## src/rtl/regfile.sv

```systemverilog
// Multi-port 32x32 register file with a hardwired zero register and combinational reads.
// Define REGFILE_WRITE_BYPASS_EN to forward same-cycle write data to matching read ports.
module regfile #(
  parameter int READ_PORTS  = 2,
  parameter int WRITE_PORTS = 1
) (
  input  logic                         clk,
  input  logic                         rst_n,
  input  logic [WRITE_PORTS-1:0]       we_i,
  input  logic [WRITE_PORTS-1:0][4:0]  waddr_i,
  input  logic [WRITE_PORTS-1:0][31:0] wrdata_i,
  input  logic [READ_PORTS-1:0][4:0]   raddr_i,
  output logic [READ_PORTS-1:0][31:0]  rddata_o
);

  logic [31:0] regs_reg [32];
  logic [31:1] wr_hit_next;
  logic [31:0] wr_data_next [1:31];

  // Later ports overwrite earlier ones, so the highest enabled port wins a conflict.
  always_comb begin
    wr_hit_next = '0;
    for (int r = 1; r < 32; r++) begin
      wr_data_next[r] = regs_reg[r];
      for (int j = 0; j < WRITE_PORTS; j++) begin
        if (we_i[j] && (waddr_i[j] == r[4:0])) begin
          wr_hit_next[r]  = 1'b1;
          wr_data_next[r] = wrdata_i[j];
        end
      end
    end
  end

  always_ff @(posedge clk or negedge rst_n) begin
    if (!rst_n) begin
      for (int r = 0; r < 32; r++) begin
        regs_reg[r] <= '0;
      end
    end else begin
      for (int r = 1; r < 32; r++) begin
        if (wr_hit_next[r]) begin
          regs_reg[r] <= wr_data_next[r];
        end
      end
    end
  end

  for (genvar gi = 0; gi < READ_PORTS; gi++) begin : g_rd
    logic [31:0] rd_data_next;

    always_comb begin
      rd_data_next = regs_reg[raddr_i[gi]];
`ifdef REGFILE_WRITE_BYPASS_EN
      for (int j = 0; j < WRITE_PORTS; j++) begin
        if (we_i[j] && (waddr_i[j] == raddr_i[gi])) begin
          rd_data_next = wrdata_i[j];
        end
      end
`endif
      // Index 0 and the reset window always read zero, whatever the array holds.
      if (!rst_n || (raddr_i[gi] == 5'd0)) begin
        rd_data_next = '0;
      end
    end

    assign rddata_o[gi] = rd_data_next;
  end

endmodule

```

## config.mk

```make
export PLATFORM = sky130hd
export DESIGN_NAME = regfile
export DESIGN_NICKNAME = d
export VERILOG_FILES = /design/src/rtl/regfile.sv
export SDC_FILE = /design/constraint.sdc
export NUM_CORES = 2
export LEC_CHECK = 0
export ABC_AREA = 1
export BUFFER_PORTS_ARGS = -buffer_cell sky130_fd_sc_hd__buf_2
export CAP_MARGIN = 5
export CELL_PAD_IN_SITES_DETAIL_PLACEMENT = 1
export CELL_PAD_IN_SITES_GLOBAL_PLACEMENT = 1
export CORE_ASPECT_RATIO = 0.6
export CORE_MARGIN = 8
export CORE_UTILIZATION = 40
export CTS_CLUSTER_DIAMETER = 150
export DETAILED_ROUTE_END_ITERATION = 10
export PLACE_DENSITY_LB_ADDON = 0.1
export SLEW_MARGIN = 20
export SYNTH_ARGS = -nofsm -noshare
export SYNTH_HDL_FRONTEND = slang
export SYNTH_SLANG_ARGS = --single-unit
```

## constraint.sdc

```tcl
create_clock -name clk -period 1.65 [get_ports clk]
set_input_delay 0.2475 -clock clk [delete_from_list [all_inputs] [get_ports clk]]
set_output_delay 0.2475 -clock clk [all_outputs]
set_load 0.005 [all_outputs]
```

# ---- Yosys cells after proc, flatten, opt, wreduce, memory -nomap -nowiden
# Index checks and enable logic that the tools add are counted.
# W data, S select, Z words.
dict set report totals {
  out_inout_bits 64
  ff_bits 992
}
dict set report op_classes {
  n_lt_le_gt_ge 2
  n_reduce_logical 67
  n_eq_ne 31
  n_mux 39
  bitwise 2
}
# cell count
set op_table {}
lappend op_table {{$bmux W32 S5} 2}
lappend op_table {{$mux W32} 6}
lappend op_table {{$eq A5 B5 Y1 const B} 16}
lappend op_table {{$reduce_and A2 Y1} 31}
lappend op_table {{$eq A5 B4 Y1 const B} 8}
lappend op_table {{$logic_and A1 B1 Y1} 31}
lappend op_table {{$mux W1} 31}
lappend op_table {{$eq A5 B3 Y1 const B} 4}
lappend op_table {{$ge A6 B6 Y1 const B} 2}
lappend op_table {{$not A5 Y6} 2}
lappend op_table {{$eq A5 B2 Y1 const B} 2}
lappend op_table {{$logic_not A5 Y1} 2}
lappend op_table {{$eq A5 B1 Y1 const B} 1}
lappend op_table {{$logic_or A1 B1 Y1} 2}
lappend op_table {{$logic_not A1 Y1} 1}

# ---- Depth between registers and ports, before layout
dict set report logic_depth {
  ltp_word 5
  mapped_depth 13
  depth_no_buf 11
}

# ---- Worst setup path after synthesis
# No wires, ideal clock.
dict set report synth_timing {
  path_type {in2out}
  from {input port raddr_i[5] (netlist name)}
  to {output port rddata_o[47] (netlist name)}
  path_slack_ns 0.017
  cell_stages 11
  n_path_buf 4
  arrival_time_ns 1.386
  cell_sequence {buf_2 buf_4 buf_4 buf_2 o21ai_0 nand2_1 nand3_1 nand3_1 nand3_1 nand2_1 nor2_1}
}
# element line_no
set synth_lines {}
lappend synth_lines {{start, declared} 12} ;# input logic [READ_PORTS-1:0][4:0] raddr_i,
lappend synth_lines {{end, declared} 13} ;# output logic [READ_PORTS-1:0][31:0] rddata_o

==> impl_metrics.tcl <==
set metrics [dict create \
    clock_tree.buffer_depth 3 \
    initial_core_util_pct 40.3 \
    antenna_left 0 \
    final_common_cell "nand2_1" \
    via_per_inst 5.84 \
    fin_ws_ns -0.856 \
    routed_wl_um 292000 \
    grt-ovfl-total 0 \
    cts_sinks 992 \
    r2r_setup_slack_ns 0.57 \
    peakVddDrop_uv 990 \
    r2r_end "regs_reg[242]$_DFFE_PN0P_" \
    synth_top_area_share_pct 43.4 \
    slew_headroom_pct 42.0 \
    wl_per_cell_um 26.6 \
    outcome "finished with violations" \
    layout.cells.most_common_list "2,966 x nand2_1, 1,063 x o21ai_0, 991 x dfrtp_1, 735 x nand3_1, 680 x inv_1" \
    syn_avg_cell_area_um2 6.62 \
    htree_levels 3 \
    final_core_util_pct 52.0 \
    worstPathRequired_ns 1.40 \
    swShare_pct 34.7 \
    synth_edf_count 0 \
    die_y_um 309 \
    dpl.hpwl_um 192000 \
    rr_startpoint "regs_reg[242]$_DFFE_PN0P_" \
    clock-root-buffer "clkbuf_16" \
    drt_pass1_iterations 6 \
    reg2regPathDepth 5 \
    grt_pass1_wl_um 429000 \
    final-hold-violation-count 0 \
    rows 107 \
    switchingPower_mw 27.7 \
    power_density_nw_per_um2 1080 \
    setup_viol_count_final 64 \
    syn_nets 8683 \
    critPathLaunchType "register" \
    synth_seq_area_share_pct 43.4 \
    netlist-cell-type-count 21 \
    area_delta_synth_final_pct 28.9 \
    p_int_mw 52.1 \
    grt_max_degree 160 \
    cts_tree "built" \
    rsz0062_at_grt "true" \
    syn_area_um2 57200 \
    core_area_um2 142000 \
    min_path_type "input port to register" \
    vias 64246 \
    cp_max_fo 2 \
    antenna_found_initial 8 \
    drtIter0Drc 7774 \
    fin_crit_ns 2.51 \
    power.share.combinational_pct 26.6 \
    fillers 17787 \
    track_usage_pct 36.1 \
    drc 0 \
    final_max_slew_viol_count 0 \
    yosys_register_bits 992 \
    total_power_mw 79.8 \
    synth_warnings 32 \
    synth_largest_area_cell "dfrtp_1" \
    crit_type "register to output pin" \
    io_buffers 113 \
    skew_ns 0 \
    die_w_um 504 \
    synthFlopType "dfrtp_1" \
    violations "setup timing" \
    insertion_delay_ns 0.73 \
    place_congestion 0.939 \
    pwr-share-seq_pct 40.3 \
    synth.area.top_cells "dfrtp_1 43%, nand2_1 21%, o21ai_0 10%" \
    synthCells 8633 \
    synth-async-reset-ratio_pct 100 \
    total_leakage_power_nw 36.5 \
    pwr-share-clk_pct 33.1 \
    io_pins 114 \
    nNetsFinal 9054 \
    min_to "regs_reg[63]$_DFFE_PN0P_" \
    hp-start "wrdata_i[31]" \
    dieArea_um2 156000 \
    largest_reg_flops 992 \
    tightest_slew_ns 0.870 \
    first_global_vias 64161 \
    max_freq_ghz 0.399 \
    clkTransAtPathRegs_ns 0.07 \
    drv_cap 0 \
    numCtsBuffers 105 \
    timing.final.crit_share_pct 152 \
    holdPathStages 4 \
    end_kind "output pin" \
    arrival_ns 2.26 \
    drive_gt1_share_pct 22.0 \
]
## synth_stat cells (14+ instances only)
master	n
buf_1	43
inv_1	801
nor2_1	534
a21oi_1	129
o211ai_1	95
buf_2	187
nand4_1	14
o21ai_0	1142
buf_4	23
clkbuf_1	433
nand2_1	3163
nand3_1	1041
dfrtp_1	992
or2_2	20
## cell type report
class                      instances  area [um^2]  share of cell area, %
multi-input combinational       6145        30000                   40.6
sequential                       992        24800                   33.7
timing repair buffer             950         9780                   13.3
clock buffer                     154         3180                   4.31
inverter                         810         3080                   4.18
tap                             1907         2390                   3.24
clock inverter                    42          513                  0.696
antenna                            4         10.0                 0.0136
## per-layer routing
| layer | part of all wire [%] | track usage (%) | vias up |
|---|---|---|---|
| li1 | - | - | 27959 |
| met1 | 44 | 53.1 | 32325 |
| met2 | 41 | 52.7 | 3330 |
| met3 | 10 | 7.06 | 632 |
| met4 | 4.2 | 13.1 | 0 |
| met5 | 0 | 0 | - |
## worst max-delay path, stage by stage (launching register included)
cell	delay (ns)
dfrtp_1	0.37
inv_2	0.05
buf_6	0.10
o21ai_2	0.10
nand2_1	0.07
a21oi_2	0.17
nor2_4	0.07
nand2_2	0.09
nand2_4	0.08
nor2_4	0.25
buf_6	0.14
## per-stage QoR
stage / TNS (ns) / instances / cell area [um^2] / hold WS (ns) / setup WS [ns]
floorplan: 0 / 8633 / 57200 / -0.0481 / 0.0165
global placement: -69.85 / 10673 / 65300 / 0.296 / -1.05
detailed placement: -79.11 / 10673 / 65300 / 0.295 / -1.08
CTS: -47.32 / 10903 / 71400 / 0.00594 / -0.905
global route: -47.77 / 11000 / 73700 / 0.0392 / -0.921
finish: -43.01 / 11004 / 73700 / 0.0546 / -0.856
## worst max-delay path by stage
stage                                    from           end  slack [ns]  cells past startpoint
finish              regs_reg[502]$_DFFE_PN0P_  rddata_o[22]       -0.86                     10
global placement                   raddr_i[6]  rddata_o[32]       -1.05                     12
floorplan                          raddr_i[5]  rddata_o[47]        0.02                     11
detailed placement                 raddr_i[6]  rddata_o[32]       -1.08                     12
CTS                 regs_reg[502]$_DFFE_PN0P_  rddata_o[22]       -0.90                     11
global route        regs_reg[502]$_DFFE_PN0P_  rddata_o[22]       -0.92                     10
## power groups by stage
stage	logic (mW)	clock network, mW	registers (mW)
detailed placement	18.0	0	32.3
CTS	19.4	26.6	31.9
finish	21.2	26.4	32.1
global route	23.4	27.6	32.6
floorplan	10.7	0	31.4
global placement	17.2	0	32.1
## logic make-up (layout without fill, tap and decap cells)
| kind of cell | Yosys count | in the layout | share of synthesized area [%] |
|---|---|---|---|
| flops | 992 | 992 | 43.4 |
| buf+inv | 1496 | 1956 | 10.4 |
| simple gates | 4775 | 4775 | 33.8 |
| other cells | 0 | 4 | 0 |
| compound gates | 1370 | 1370 | 12.4 |
## timing repair
item	CTS	global route
pin swaps	316	383
hold buffers	3	0
resized for setup	660	459
endpoints found under the setup margin	64	460
setup buffers	61	100
cloned	1	4
endpoints found under the hold margin	390	0
No activity file was read; power rests on OpenSTA's default activity.
